## config.mk

```make
export PLATFORM = sky130hd
export DESIGN_NAME = inst_enc
export DESIGN_NICKNAME = d
export VERILOG_FILES = /design/src/rtl/inst_enc_pkg.sv /design/src/rtl/inst_enc_fifo.sv /design/src/rtl/inst_enc.sv
export SDC_FILE = /design/constraint.sdc
export NUM_CORES = 1
export LEC_CHECK = 0
export BUFFER_PORTS_ARGS = -buffer_cell sky130_fd_sc_hd__buf_2
export CORE_ASPECT_RATIO = 1.5
export CORE_UTILIZATION = 46
export CTS_BUF_LIST = sky130_fd_sc_hd__clkbuf_4 sky130_fd_sc_hd__clkbuf_8
export CTS_CLUSTER_SIZE = 28
export DETAILED_ROUTE_END_ITERATION = 7
export GPL_ROUTABILITY_DRIVEN = 0
export PLACE_DENSITY = 0.77
export SYNTH_ARGS = -nofsm -noshare
export SYNTH_HDL_FRONTEND = slang
export SYNTH_SLANG_ARGS = --single-unit
```

## constraint.sdc

```tcl
create_clock -name clk -period 3.83 [get_ports clk]
set_clock_uncertainty 0.2 [all_clocks]
set_input_delay 0 -clock clk [delete_from_list [all_inputs] [get_ports clk]]
set_output_delay 0 -clock clk [all_outputs]
set_load 0.05 [all_outputs]
```

## src/rtl/inst_enc_pkg.sv

```systemverilog
// Shared definitions for the instruction encoder: field layout of the 16-bit
// CPU word, the controller state encoding and the word-packing helper.
package inst_enc_pkg;

    localparam int WORD_W   = 16;
    localparam int IMM_W    = 8;
    localparam int OP_LSB   = 0;
    localparam int OP_W     = 5;
    localparam int RD_LSB   = 5;
    localparam int RD_W     = 3;
    localparam int RS_LSB   = 8;
    localparam int RS_W     = 3;
    localparam int SIMM_LSB = 11;
    localparam int SIMM_W   = 5;
    localparam int LIMM_LSB = 8;
    localparam int LIMM_W   = 8;

    typedef enum logic [1:0] {
        ST_IDLE = 2'd0,
        ST_RUN  = 2'd1,
        ST_FULL = 2'd2
    } state_e;

    // Long form reuses the rs slot for the upper immediate bits.
    function automatic logic [WORD_W-1:0] encode_word(
        input logic [OP_W-1:0]  op,
        input logic [RD_W-1:0]  rd,
        input logic [RS_W-1:0]  rs,
        input logic [IMM_W-1:0] imm,
        input logic             is_long
    );
        logic [WORD_W-1:0] w;
        w = '0;
        w[OP_LSB +: OP_W] = op;
        w[RD_LSB +: RD_W] = rd;
        if (is_long) begin
            w[LIMM_LSB +: LIMM_W] = imm;
        end else begin
            w[RS_LSB +: RS_W]     = rs;
            w[SIMM_LSB +: SIMM_W] = imm[SIMM_W-1:0];
        end
        return w;
    endfunction

    function automatic logic imm_too_wide(input logic [IMM_W-1:0] imm);
        return |imm[IMM_W-1:SIMM_W];
    endfunction

endpackage

```

## src/rtl/inst_enc_fifo.sv

```systemverilog
// enc_fifo: small first-word-fall-through buffer for encoded words, with a
// synchronous flush that empties it in one cycle.
module enc_fifo #(
    parameter int DEPTH = 2,
    parameter int WIDTH = 16
) (
    input  logic             clk,
    input  logic             rst_n,
    input  logic             flush,
    input  logic             push,
    input  logic             pop,
    input  logic [WIDTH-1:0] din,
    output logic [WIDTH-1:0] dout,
    output logic             empty,
    output logic             full
);

    localparam int PTR_W = (DEPTH > 1) ? $clog2(DEPTH) : 1;
    localparam int CNT_W = $clog2(DEPTH + 1);

    logic [WIDTH-1:0] mem_q [DEPTH];
    logic [PTR_W-1:0] wr_ptr_q, rd_ptr_q;
    logic [CNT_W-1:0] used_q;
    logic             do_push, do_pop;

    function automatic logic [PTR_W-1:0] ptr_inc(input logic [PTR_W-1:0] p);
        return (p == PTR_W'(DEPTH - 1)) ? '0 : p + PTR_W'(1);
    endfunction

    assign empty   = (used_q == '0);
    assign full    = (used_q == CNT_W'(DEPTH));
    assign dout    = mem_q[rd_ptr_q];
    assign do_push = push && !full && !flush;
    assign do_pop  = pop && !empty && !flush;

    always_ff @(posedge clk) begin
        if (do_push) begin
            mem_q[wr_ptr_q] <= din;
        end
    end

    always_ff @(posedge clk or negedge rst_n) begin
        if (!rst_n) begin
            wr_ptr_q <= '0;
            rd_ptr_q <= '0;
            used_q   <= '0;
        end else if (flush) begin
            wr_ptr_q <= '0;
            rd_ptr_q <= '0;
            used_q   <= '0;
        end else begin
            if (do_push) wr_ptr_q <= ptr_inc(wr_ptr_q);
            if (do_pop)  rd_ptr_q <= ptr_inc(rd_ptr_q);
            case ({do_push, do_pop})
                2'b10:   used_q <= used_q + CNT_W'(1);
                2'b01:   used_q <= used_q - CNT_W'(1);
                default: used_q <= used_q;
            endcase
        end
    end

endmodule

```

## src/rtl/inst_enc.sv

```systemverilog
// inst_enc: packs instruction fields into 16-bit words and writes them to
// consecutive memory addresses. Define INST_ENC_RANGE_CHECK_EN to reject
// short-form immediates above 31 (sticky err) instead of truncating them.
module inst_enc
    import inst_enc_pkg::*;
#(
    parameter int ADDR_W     = 8,
    parameter int FIFO_DEPTH = 2
) (
    input  logic              clk,
    input  logic              rst_n,
    input  logic              start,
    input  logic [ADDR_W-1:0] base_addr,
    input  logic              in_valid,
    output logic              in_ready,
    input  logic [4:0]        in_op,
    input  logic [2:0]        in_rd,
    input  logic [2:0]        in_rs,
    input  logic [7:0]        in_imm,
    input  logic              in_long,
    output logic              mem_we,
    output logic [ADDR_W-1:0] mem_addr,
    output logic [15:0]       mem_wdata,
    output logic [ADDR_W:0]   count,
    output logic              err,
    output logic              full
);

    localparam logic [ADDR_W:0] ADDR_SPAN = {1'b1, {ADDR_W{1'b0}}};

    state_e              state_q;
    logic [ADDR_W-1:0]   wr_addr_q, mem_addr_q;
    logic [WORD_W-1:0]   mem_wdata_q;
    logic                mem_we_q, err_q;
    logic [ADDR_W:0]     count_q, acc_cnt_q, acc_limit_q;

    logic                fifo_empty, fifo_full, fifo_push, fifo_pop;
    logic [WORD_W-1:0]   fifo_dout, enc_word, wr_data;
    logic                run, acc_done, xfer, accept, drain, bypass, do_write;

    assign run      = (state_q == ST_RUN);
    assign acc_done = (acc_cnt_q == acc_limit_q);
    assign in_ready = run && !fifo_full && !start && !acc_done;
    assign xfer     = in_valid && in_ready;
    assign enc_word = encode_word(in_op, in_rd, in_rs, in_imm, in_long);

`ifdef INST_ENC_RANGE_CHECK_EN
    logic imm_bad;
    assign imm_bad = !in_long && imm_too_wide(in_imm);
    assign accept  = xfer && !imm_bad;
`else
    assign accept  = xfer;
`endif

    // An empty buffer lets the fresh word go straight to the write stage, which
    // gives single-cycle latency; otherwise the oldest buffered word goes first.
    assign drain     = run && !start && !fifo_empty;
    assign bypass    = accept && fifo_empty;
    assign fifo_push = accept && !fifo_empty;
    assign fifo_pop  = drain;
    assign do_write  = drain || bypass;
    assign wr_data   = drain ? fifo_dout : enc_word;

    enc_fifo #(
        .DEPTH (FIFO_DEPTH),
        .WIDTH (WORD_W)
    ) u_fifo (
        .clk   (clk),
        .rst_n (rst_n),
        .flush (start),
        .push  (fifo_push),
        .pop   (fifo_pop),
        .din   (enc_word),
        .dout  (fifo_dout),
        .empty (fifo_empty),
        .full  (fifo_full)
    );

    always_ff @(posedge clk or negedge rst_n) begin
        if (!rst_n) begin
            state_q     <= ST_IDLE;
            wr_addr_q   <= '0;
            mem_we_q    <= 1'b0;
            mem_addr_q  <= '0;
            mem_wdata_q <= '0;
            count_q     <= '0;
            err_q       <= 1'b0;
            acc_cnt_q   <= '0;
            acc_limit_q <= '0;
        end else if (start) begin
            state_q     <= ST_RUN;
            wr_addr_q   <= base_addr;
            mem_we_q    <= 1'b0;
            count_q     <= '0;
            err_q       <= 1'b0;
            acc_cnt_q   <= '0;
            acc_limit_q <= ADDR_SPAN - {1'b0, base_addr};
        end else begin
            mem_we_q <= do_write;
            if (do_write) begin
                mem_addr_q  <= wr_addr_q;
                mem_wdata_q <= wr_data;
                wr_addr_q   <= wr_addr_q + ADDR_W'(1);
                count_q     <= count_q + (ADDR_W+1)'(1);
                if (&wr_addr_q) state_q <= ST_FULL;
            end
            if (accept) acc_cnt_q <= acc_cnt_q + (ADDR_W+1)'(1);
`ifdef INST_ENC_RANGE_CHECK_EN
            if (xfer && imm_bad) err_q <= 1'b1;
`endif
        end
    end

    assign mem_we    = mem_we_q;
    assign mem_addr  = mem_addr_q;
    assign mem_wdata = mem_wdata_q;
    assign count     = count_q;
    assign err       = err_q;
    assign full      = (state_q == ST_FULL);

endmodule

```

# Word level (Yosys, flattened, before mapping)

Memories as Yosys holds them, arrays and structs flattened.
Cells that the tools add are included.

Register bits after elaboration: 66
Bits in latches: 0
RAM bits: 32
Memory bits (read-only): 0
Output and inout port bits: 37
Logic and storage cells: 76
Memories: 1

Memories:

| memory       | words | width | read ports | clocked after Yosys merged registers in | write ports | RTL line            | text |
|---|---|---|---|---|---|---|---|
| u_fifo.mem_q | 2     | 16    | 1          | 0                                       | 1           | inst_enc_fifo.sv:21 | `logic [WIDTH-1:0] mem_q [DEPTH];` |

Add/sub/neg operators: 8
Multipliers: 0
Div/mod/pow operators: 0
Magnitude comparators: 0
Equality and inequality tests: 6
Shifts and indexed selects: 0
Muxes and demuxes: 22
Bitwise logic cells: 1
Reductions and logical operators: 27

Operators with widths:

| operator                                            | count |
|---|---|
| 2-to-1 mux 9 bit                                    | 4 |
| 2-to-1 mux 8 bit                                    | 3 |
| adder 9 x 1 -> 9 bit, second input constant         | 2 |
| 2-to-1 mux 16 bit                                   | 1 |
| logical AND 1 bit                                   | 12 |
| nonzero test 2 bit                                  | 5 |
| equality test 9 bit                                 | 1 |
| 2-to-1 mux 1 bit                                    | 9 |
| subtractor 9 x 8 -> 9 bit, first input constant     | 1 |
| adder 8 x 1 -> 8 bit, second input constant         | 1 |
| 2-to-1 mux 2 bit                                    | 4 |
| AND reduction 8 bit                                 | 1 |
| equality test 2 bit, second input constant          | 3 |
| equality test 2 x 1 -> 1 bit, second input constant | 2 |
| zero test 1 bit                                     | 4 |
| one-hot mux 2 bit (2 select lines)                  | 1 |
| AND reduction 2 bit                                 | 2 |
| nonzero test 3 bit                                  | 1 |
| adder 1 bit, second input constant                  | 2 |
| adder 2 x 1 -> 2 bit, second input constant         | 1 |
| zero test 2 bit                                     | 1 |
| subtractor 2 x 1 -> 2 bit, second input constant    | 1 |
| logical OR 1 bit                                    | 1 |
| inverter 1 bit                                      | 1 |

# Depth between registers and ports, before layout

Gate-level depths: netlist of the first run.

Depth in word-level cells: 12
Depth in mapped cells: 9

# Hierarchy

A second synthesis of the first run with hierarchy kept.

Cell total of the unflattened synthesis: 422
Area, all modules: 4757.1 µm²

Modules (own cells, without submodules):

| module   | times used | cells each | area an instance (µm²) | sequential area each (µm²) |
|---|---|---|---|---|
| inst_enc | 1          | 347        | 3385.7                 | 1551.5 |
| enc_fifo | 1          | 75         | 1371.3                 | 1061.0 |

# Least setup slack after synthesis of the first run

OpenSTA, ideal clock, no wires.

Kind: register to register
Start point: register acc_cnt_q[2]
End point: memory u_fifo.mem_q[0][0] (enable)
Library setup time: 432 ps
Arrival: 2772 ps
Data required time: 3198 ps
Slack: 426 ps
Cell stages (with the launch flop): 7
Clock period less this slack: 3404 ps
Cell sequence: dfrtp_1 -> xor2_1 -> nor4_2 -> and3_1 -> clkbuf_1 -> buf_2 -> nor4_1

Word-level cells in the longest chain between the ends: 9

Ends and longest elaborated chain:

| item                                   | RTL line            | text |
|---|---|---|
| start: declaration                     | inst_enc.sv:35      | `logic [ADDR_W:0] count_q, acc_cnt_q, acc_limit_q;` |
| start signal: assignment               | inst_enc.sv:107     | `if (accept) acc_cnt_q <= acc_cnt_q + (ADDR_W+1)'(1);` |
| equality test 9 bit                    | inst_enc.sv:42      | `assign acc_done = (acc_cnt_q == acc_limit_q);` |
| zero test 1 bit                        | inst_enc.sv:43      | `assign in_ready = run && !fifo_full && !start && !acc_done;` |
| logical AND 1 bit                      | inst_enc.sv:43      |  |
| logical AND 1 bit                      | inst_enc.sv:44      | `assign xfer = in_valid && in_ready;` |
| logical AND 1 bit                      | inst_enc.sv:59      | `assign fifo_push = accept && !fifo_empty;` |
| logical AND 1 bit (2 in a row)         | inst_enc_fifo.sv:33 | `assign do_push = push && !full && !flush;` |
| 2-to-1 mux 1 bit                       | inst_enc_fifo.sv:37 | `if (do_push) begin` |
| 2-to-1 mux 1 bit (not written as such) | inst_enc_fifo.sv:38 | `mem_q[wr_ptr_q] <= din;` |
| end: declaration                       | inst_enc_fifo.sv:21 |  |

Every way passes these cells.

# Final worst setup path of the first run

Start point: register state_q[1]
End point: memory u_fifo.mem_q[1][12] (enable)

Word-level cells in the longest chain between the ends: 10

Ends and longest elaborated chain:

| item                                   | RTL line            | text |
|---|---|---|
| start: declaration                     | inst_enc.sv:31      | `state_e state_q;` |
| start signal: assignment               | inst_enc.sv:81      | `state_q <= ST_IDLE;` |
| start signal: assignment               | inst_enc.sv:91      | `state_q <= ST_RUN;` |
| start signal: assignment               | inst_enc.sv:105     | `if (&wr_addr_q) state_q <= ST_FULL;` |
| equality test 2 x 1 -> 1 bit           | inst_enc.sv:41      | `assign run = (state_q == ST_RUN);` |
| logical AND 1 bit (3 in a row)         | inst_enc.sv:43      |  |
| logical AND 1 bit                      | inst_enc.sv:44      |  |
| logical AND 1 bit                      | inst_enc.sv:59      |  |
| logical AND 1 bit (2 in a row)         | inst_enc_fifo.sv:33 |  |
| 2-to-1 mux 1 bit                       | inst_enc_fifo.sv:37 |  |
| 2-to-1 mux 1 bit (not written as such) | inst_enc_fifo.sv:38 |  |

Every way passes these cells.

==> results of run 1 <==
## per-layer routing
layer	share of wire [%]	wire, µm	GRT usage [%]	up-vias
li1	-	-	-	1637
met1	40	3920	23.9	1668
met2	53	5230	35.1	116
met3	4.7	469	4.36	29
met4	3.1	304	9.03	0
met5	0	0	0	-
## cells in the mapped netlist, types with 10 or more instances
master	count
xor2_1	10
nor2_1	20
inv_1	18
mux2_2	32
dfrtp_1	66
clkbuf_1	11
a21oi_1	23
nand3_1	14
o21ai_0	18
nand2_1	25
mux2i_1	25
edfxtp_1	32
## logic make-up (layout without fill, tap and decap cells)
kind of cell | count (synthesis) | after routing
AND/OR/NAND/NOR | 111 | 111
AO/OA/AOI/OAI | 70 | 70
other | 1 | 1
buffers and inverters | 39 | 141
XOR/XNOR | 15 | 15
adder cells (fa/ha/maj) | 4 | 4
flip-flops | 98 | 98
multiplexers | 59 | 59
## state kept, by name (all words and copies together) (netlist names)
name,count
mem_wdata,16
acc_limit_q,9
mem_addr,8
u_fifo.wr_ptr_q,1
wr_addr_q,8
acc_cnt_q,9
u_fifo.used_q,2
state_q,2
mem_we,1
count,9
u_fifo.rd_ptr_q,1
u_fifo.mem_q,32
## worst register-to-register path, delay by kind of cell, from the launching register on
kind	cells	cell delay, ns
AO/OA/AOI/OAI	1	0.35
flip-flops	1	0.40
AND/OR/NAND/NOR	4	1.32
## cell type report
class / count / area [µm²]
Fill cell: 780 / 4140
Multi-Input combinational cell: 260 / 1860
Timing Repair Buffer: 106 / 716
Sequential cell: 98 / 2610
Clock buffer: 10 / 138
Clock inverter: 6 / 65.1
Inverter: 19 / 76.3
Tap cell: 115 / 144
## through the flow
step | util, % | setup slack, ns | hold WS, ns | cells
CTS | 57.6 | 1.14 | 0.00872 | 614
global route | 57.6 | 0.953 | 0.0548 | 614
finish | 57.6 | 1.18 | 0.0354 | 614
global placement | 51.9 | 1.27 | -0.0525 | 563
detailed placement | 51.9 | 1.16 | -0.0402 | 563
floorplan | - | 0.426 | -0.496 | 397
## worst paths after layout
check | start | to | slack (ns) | depth (start not counted)
worst max-delay path | state_q[1]$_DFFE_PN0P_ | u_fifo.mem_q[1][12]$_DFFE_PP_ | 1.18 | 5
worst min-delay path | start | acc_cnt_q[0]$_DFFE_PN0P_ | 0.04 | 2
worst max register to register | state_q[1]$_DFFE_PN0P_ | u_fifo.mem_q[1][12]$_DFFE_PP_ | 1.18 | 5
worst min register to register | mem_addr[3]$_DFFE_PN0P_ | mem_addr[3]$_DFFE_PN0P_ | 0.31 | 1
max in group asynchronous | rst_n | count[1]$_DFFE_PN0P_ | 2.46 | 3
min in group asynchronous | rst_n | mem_wdata[14]$_DFFE_PN0P_ | 0.06 | 2
## report_power, final
| part | switching (mW) | internal, mW |
|---|---|---|
| sequential | 0.0483 | 1.15 |
| combinational | 0.321 | 0.156 |
| clock | 0.361 | 0.321 |
| total | 0.731 | 1.63 |
==> run summary, run 1 <==
Initial antenna violation count: 0
Number of global-route vias before repair: 3518
Final Critical Period: 2.65 ns
Worst vdd ir: 0.307 mV
Run status: finished with violations
Worst path required time: 3.63 ns
Fmax: 0.377 GHz
Setup crit start kind: register
CTS tree: done
Synth-to-layout area growth: 20.3%
Pre-antenna DRT Iters: 8
Post-route design area: 5610 µm²
Crit path cell chain: nand2b_1, a211oi_2, nand2_1, nor2_1, and3_1
Die width: 84.2 µm
Vias: 3450
Slew headroom: 29.6%
CP arrival: 2.45 ns
Hold crit path type: in2reg
DR WL/cell: 16.2 µm
Critical path type: reg2reg
Yosys top cell area share: 35.4%
Final Total Pwr: 2.36 mW
Crit-path max FO: 16
Syn Std Cell Area: 4660 µm²
Post-synth EDFFs: 32
Top cells by area, synth: dfrtp_1 (35%), edfxtp_1 (21%), mux2_2 (7.7%)
Seq cells post-synth: 98
Post-DR vias/cell: 5.62
Leak Pwr: 2.35 nW
CTS root buf: clkbuf_8
Setup repair bufs after CTS: 0
Initial Utilization: 47.8%
Mux share of post-synthesis cell area: 13.7%
Mean Syn Cell Area: 11.7 µm²
Largest family of logic cells by synthesized area: multiplexers
Synth area leader: dfrtp_1
Main synth FF type: dfrtp_1
Post-synth cell types: 48
Total wire length: 9920 µm
First-pass GRT wire length: 16700 µm
Async set-or-reset flop fraction in the synthesized netlist: 67.3%
Top Ports: 69
Cells after Synth: 397
Syn nets: 433
Slew Limit Fails: 0
N_diodes: 0
DRC Markers: 17
DIE HEIGHT: 125 µm
Post-Synth Adder-Cell Area: 1.07%
Crit path capture type: register
Longest Clk Path Bufs: 2
Max H-tree Level: 3
Family with the most delay on the worst path: simple AND/OR/NAND/NOR gates
RSZ-0062 raised after global routing: no
Ratio of total power to cell area: 421 nW/µm²
Setup TNS: 0 ns
CP bufs+invs: 0
Clock-pin slew of the registers on the worst-case setup and hold paths: 0.09 ns
Cell Area, Placed: 5050 µm²
Most frequent cells in the layout: buf_2 (67), dfrtp_1 (66), dlygate4sd3_1 (35)
Skew-Pair Late Insertion Delay: 0.37 ns
Core area: 9740 µm²
Die area: 10500 µm²
Post-CTS Resized: 0
Synth warn: 0
Slowest stage delay, CP: 0.65 ns
Congestion Overflow GR: 0
CTS buffer count: 9
Final hold violations: 0
Final period utilization: 69.2%
Worst Tran Pin Value: 1.05 ns
Commonest non-fill, non-tap cell in the layout: buf_2
# setup viols final: 0
Pin count of the biggest net entering global routing: 43
Fin nets: 530
Compound-Gate Fraction of Synth Area: 9.58%
Antenna-violating nets left: 0
Post-synthesis sequential area ratio: 56.0%
Failing checks: design-rule violations
Detailed Place HPWL: 6900 µm
Iter 0 DRT Violations: 198
Xor/xnor cell area share of the yosys netlist: 2.82%
Rows: 44
Clock sink count: 98
Count of hold-fix buffers inserted at cts: 35
Simple-gate share of the synthesized area: 12.4%
Gr usage total: 20.2%
Critical-path top delay cell: and3_1
Share of layout cells above drive strength 1: 25.9%
Max cap viols: 0
Buffers on Ports: 67
(Power assumes the default switching activity.)
==> run 2: changes to the inputs <==
Clock period 3.83 ns to 2.6 ns, I/O delays scaled along.
==> run summary, run 2 (synthesized netlist as in run 1, its figures left out) <==
Final Critical Period: 2.42 ns (was 2.65 ns)
Critical path type: reg2reg (unchanged)
DP Cell Count: 570 (was 563)
Worst vdd ir: 0.311 mV (was 0.307 mV)
N_diodes: 0 (unchanged)
Max cap viols: 0 (unchanged)
Fillers: 812 (was 780)
Final WS setup: 0.178 ns (was 1.18 ns)
CP arrival: 2.28 ns (was 2.45 ns)
Hold WS: 0.0262 ns (was 0.0354 ns)
Final hold violations: 0 (unchanged)
Slowest stage delay, CP: 0.40 ns (was 0.65 ns)
Switch share: 30.9% (was 31.0%)
Core area: 9740 µm² (unchanged)
Pin count of the biggest net entering global routing: 33 (was 43)
Comb pwr share: 20.9% (was 20.2%)
DR WL/cell: 15.7 µm (was 16.2 µm)
Critical-path top delay cell: dfrtp_1 (was and3_1)
Die area: 10500 µm² (unchanged)
Pre-antenna DRT Iters: 6 (was 8)
Fmax: 0.413 GHz (was 0.377 GHz)
Longest Clk Path Bufs: 2 (unchanged)
Detailed Place HPWL: 6710 µm (was 6900 µm)
Multi-input gate area: 1870 µm² (was 1860 µm²)
Commonest non-fill, non-tap cell in the layout: buf_2 (unchanged)
Synth-to-layout area growth: 21.5% (was 20.3%)
Crit path cell chain: nand2b_1, a211oi_2, nand2_1, nor2_1, and3_1, buf_4 (was nand2b_1, a211oi_2, nand2_1, nor2_1, and3_1)
First-pass GRT wire length: 16500 µm (was 16700 µm)
Share of layout cells above drive strength 1: 26.8% (was 25.9%)
DRC Markers: 8 (was 17)
Worst Tran Pin Value: 0.912 ns (was 1.05 ns)
Largest Register: u_fifo.mem_q (unchanged)
Max H-tree Level: 3 (unchanged)
Gr usage total: 19.9% (was 20.2%)
Finished Layout Cells: 623 (was 614)
Failing checks: design-rule violations (unchanged)
Iter 0 DRT Violations: 177 (was 198)
Vias: 3465 (was 3450)
DIE HEIGHT: 125 µm (unchanged)
Clk network pwr share: 26.8% (was 28.9%)
Place WS: 0.192 ns (was 1.16 ns)
Top Ports: 69 (unchanged)
Antenna-violating nets left: 0 (unchanged)
Finished Core Util: 58.1% (was 57.6%)
# setup viols final: 0 (unchanged)
Leak Pwr: 2.38 nW (was 2.35 nW)
Final period utilization: 93.1% (was 69.2%)
Buffers on Ports: 67 (unchanged)
Post-CTS Resized: 0 (unchanged)
Total wire length: 9790 µm (was 9920 µm)
Initial antenna violation count: 0 (unchanged)
Skew-Pair Late Insertion Delay: 0.37 ns (about the same)
RSZ-0062 raised after global routing: no (unchanged)
Crit-path max FO: 16 (unchanged)
Clock-pin slew of the registers on the worst-case setup and hold paths: 0.09 ns (about the same)
Rows: 44 (unchanged)
Seq pwr share: 52.3% (was 50.9%)
Hold crit path type: in2async (was in2reg)
Post-route design area: 5660 µm² (was 5610 µm²)
Worst path required time: 2.46 ns (was 3.63 ns)
Post-DR vias/cell: 5.56 (was 5.62)
NetSw: 1.05 mW (was 731 µW)
Setup TNS: 0 ns (unchanged)
Most frequent cells in the layout: buf_2 (67), dfrtp_1 (66), dlygate4sd3_1 (37) (was buf_2 (67), dfrtp_1 (66), dlygate4sd3_1 (35))
Final Total Pwr: 3.39 mW (was 2.36 mW)
Sequential cell area: 2610 µm² (unchanged)
Max FFs per register: 32 (unchanged)
Slew headroom: 39.2% (was 29.6%)
Initial Utilization: 47.8% (unchanged)
Setup crit start kind: register (unchanged)
Congestion Overflow GR: 0 (unchanged)
Slew Limit Fails: 0 (unchanged)
Cell-internal power: 2.34 mW (was 1.63 mW)
Fin nets: 539 (was 530)
Run status: finished with violations (unchanged)
CTS tree: done (unchanged)
CTS root buf: clkbuf_8 (unchanged)
Die width: 84.2 µm (unchanged)
Crit path capture type: register (unchanged)
Number of global-route vias before repair: 3592 (was 3518)
Clock sink count: 98 (unchanged)
CTS buffer count: 9 (unchanged)
Ratio of total power to cell area: 598 nW/µm² (was 421 nW/µm²)
Cell Area, Placed: 5120 µm² (was 5050 µm²)
run 2: final cells by class:
class,count,area share [%]
Timing Repair Buffer,115,13.9
Clock buffer,13,2.83
Sequential cell,98,46.1
Tap cell,115,2.54
Multi-Input combinational cell,260,32.9
Inverter,19,1.35
Clock inverter,3,0.309
run 2: path summary, 6_finish.rpt:
check	startpoint	cells past startpoint	slack, ns	endpoint
max reg2reg	state_q[1]$_DFFE_PN0P_	6	0.18	u_fifo.mem_q[1][3]$_DFFE_PP_
max	state_q[1]$_DFFE_PN0P_	6	0.18	u_fifo.mem_q[1][3]$_DFFE_PP_
min in group clk	in_op[1]	2	0.17	u_fifo.mem_q[0][1]$_DFFE_PP_
min reg2reg	mem_addr[4]$_DFFE_PN0P_	1	0.31	mem_addr[4]$_DFFE_PN0P_
min	rst_n	3	0.03	acc_limit_q[0]$_DFFE_PN0P_
max in group asynchronous	rst_n	3	1.17	mem_wdata[7]$_DFFE_PN0P_
run 2: routing by layer:
layer	wire length (µm)	up-vias	global-route usage [%]
met2	5150	96	35.6
met3	392	22	3.89
li1	-	1654	-
met5	0	-	0
met1	4020	1693	23.1
met4	227	0	8.22
run 2: critical path: cells and delay by family, from the launching register on:
family	cells	cell delay, ns
DFF	1	0.40
AOI/OAI and AO/OA	1	0.38
buffers and inverters	1	0.23
and+or+nand+nor	4	0.91
run 2: timing repair:
action                    CTS  global route
hold buffers               37             0
hold endpoints to repair  146             0
buffers inserted            0             0
run 2: power groups by stage:
stage | logic (mW) | clock network (mW) | registers (mW)
global route | 0.755 | 0.992 | 1.79
CTS | 0.710 | 0.928 | 1.77
detailed placement | 0.663 | 0 | 1.80
global placement | 0.650 | 0 | 1.80
finish | 0.707 | 0.909 | 1.77
floorplan | 0.222 | 0 | 2.06
==> run 3: changes to the inputs <==
Settings changed: CORE_MARGIN set to 8, RECOVER_POWER set to 100.
==> run summary, run 3 (synthesized netlist as in run 1, its figures left out) <==
Run status: finished with violations (unchanged)
Failing checks: max-capacitance violations, max-slew violations (was design-rule violations)
CTS buffer count: 9 (unchanged)
Antenna-violating nets left: 0 (unchanged)
Max FFs per register: 32 (unchanged)
Top Ports: 69 (unchanged)
Vias: 3460 (was 3465)
DR WL/cell: 16.5 µm (was 15.7 µm)
Crit-path max FO: 16 (unchanged)
DP Cell Count: 574 (was 570)
Worst path required time: 2.46 ns (about the same)
Worst vdd ir: 0.417 mV (was 0.311 mV)
Congestion Overflow GR: 0 (unchanged)
Most frequent cells in the layout: dfrtp_1 (66), clkbuf_1 (50), dlygate4sd3_1 (41) (was buf_2 (67), dfrtp_1 (66), dlygate4sd3_1 (37))
Finished Layout Cells: 631 (was 623)
Gr usage total: 15.8% (was 19.9%)
Max cap viols: 1 (was 0)
Setup crit start kind: register (unchanged)
Final hold violations: 0 (unchanged)
Initial Utilization: 46.5% (was 47.8%)
Die width: 98.2 µm (was 84.2 µm)
Detailed Place HPWL: 7260 µm (was 6710 µm)
CTS tree: done (unchanged)
Ratio of total power to cell area: 629 nW/µm² (was 598 nW/µm²)
Clock-pin slew of the registers on the worst-case setup and hold paths: 0.09 ns (about the same)
Setup TNS: 0 ns (unchanged)
RSZ-0062 raised after global routing: no (unchanged)
Final Critical Period: 2.40 ns (was 2.42 ns)
N_diodes: 0 (unchanged)
Total wire length: 10400 µm (was 9790 µm)
Max H-tree Level: 3 (unchanged)
DIE HEIGHT: 139 µm (was 125 µm)
Longest Clk Path Bufs: 2 (unchanged)
Largest Register: u_fifo.mem_q (unchanged)
Worst R2R Setup Slack: 0.20 ns (was 0.18 ns)
CTS root buf: clkbuf_8 (unchanged)
Initial antenna violation count: 0 (unchanged)
# setup viols final: 0 (unchanged)
Post-CTS Resized: 0 (unchanged)
Rows: 45 (was 44)
Iter 0 DRT Violations: 150 (was 177)
Leak Pwr: 2.27 nW (was 2.38 nW)
Share of layout cells above drive strength 1: 16.3% (was 26.8%)
Fin nets: 545 (was 539)
Number of global-route vias before repair: 3637 (was 3592)
Commonest non-fill, non-tap cell in the layout: dfrtp_1 (was buf_2)
Slew Limit Fails: 30 (was 0)
Fmax: 0.417 GHz (was 0.413 GHz)
DRC Markers: 0 (was 8)
Hold crit path type: in2reg (was in2async)
Buffers on Ports: 67 (unchanged)
Final period utilization: 92.3% (was 93.1%)
Clock sink count: 98 (unchanged)
Slew headroom: -18.5% (was 39.2%)
CP arrival: 2.26 ns (was 2.28 ns)
Critical path type: reg2reg (unchanged)
Post-DR vias/cell: 5.48 (was 5.56)
Core area: 10000 µm² (was 9740 µm²)
First-pass GRT wire length: 17400 µm (was 16500 µm)
Pre-antenna DRT Iters: 4 (was 6)
Final Total Pwr: 3.59 mW (was 3.39 mW)
Worst Tran Pin Value: 1.78 ns (was 0.912 ns)
Die area: 13700 µm² (was 10500 µm²)
Crit path capture type: register (unchanged)
Pin count of the biggest net entering global routing: 38 (was 33)
Synth-to-layout area growth: 22.5% (was 21.5%)
Skew-Pair Late Insertion Delay: 0.37 ns (about the same)
[run 3: cell types whose count changed in the layout (fill, tap and decap cells not counted), moves of 4 or more]
| cell | before | now |
|---|---|---|
| buf_2 | 67 | 19 |
| buf_4 | 11 | 6 |
| clkbuf_1 | 0 | 50 |
| dlygate4sd3_1 | 37 | 41 |
[run 3: cell type report]
type | count | area, µm²
Fill cell | 867 | 4310
Inverter | 19 | 76.3
Sequential cell | 98 | 2610
Multi-Input combinational cell | 260 | 1860
Clock buffer | 12 | 159
Tap cell | 117 | 146
Timing Repair Buffer | 121 | 781
Clock inverter | 4 | 73.8
[run 3: final timing paths]
path	from	end	depth (start not counted)
max reg2reg	state_q[1]$_DFFE_PN0P_	u_fifo.mem_q[1][4]$_DFFE_PP_	6
max in group asynchronous	rst_n	mem_wdata[1]$_DFFE_PN0P_	2
min in group asynchronous	rst_n	mem_addr[2]$_DFFE_PN0P_	2
min	in_op[4]	u_fifo.mem_q[0][4]$_DFFE_PP_	2
max	state_q[1]$_DFFE_PN0P_	u_fifo.mem_q[1][4]$_DFFE_PP_	6
min reg2reg	mem_addr[7]$_DFFE_PN0P_	mem_addr[7]$_DFFE_PN0P_	1
[run 3: where the power goes]
group	total (mW)	internal, mW	switching, mW
logic	0.695	0.216	0.479
registers	1.77	1.70	0.0723
clock network	1.12	0.607	0.515
total	3.59	2.52	1.07
[run 3: layer usage]
layer	track usage, %	part of all wire, %	up-vias
met1	16.4	39	1707
li1	-	-	1665
met3	4.59	4.5	17
met4	6.01	2.1	0
met5	0	0	-
met2	29.1	54	71
[run 3: through the flow]
step           cell area, µm²  worst slack [ns]  hold slack, ns  util, %
2_1_floorplan            4680             0.215          -0.496        -
3_3_place_gp             5150             0.312          -0.108     51.3
5_1_grt                  5710            0.0301           0.231     57.0
6_report                 5710             0.201           0.206     57.0
4_1_cts                  5790             0.239          0.0305     57.8
3_5_place_dp             5150             0.267         -0.0963     51.3
[run 3: worst max-delay path, stage by stage, from the launching register on]
cell	delay, ns
dfrtp_1	0.39
nand2b_1	0.23
a211oi_2	0.39
nand2_1	0.22
nor2_1	0.19
and3_1	0.18
clkbuf_4	0.29
[run 3: timing repair]
action,CTS,global route
hold endpoints to repair,148,0
setup buffers,0,0
hold buffers,41,0
endpoints found under the setup margin,0,0
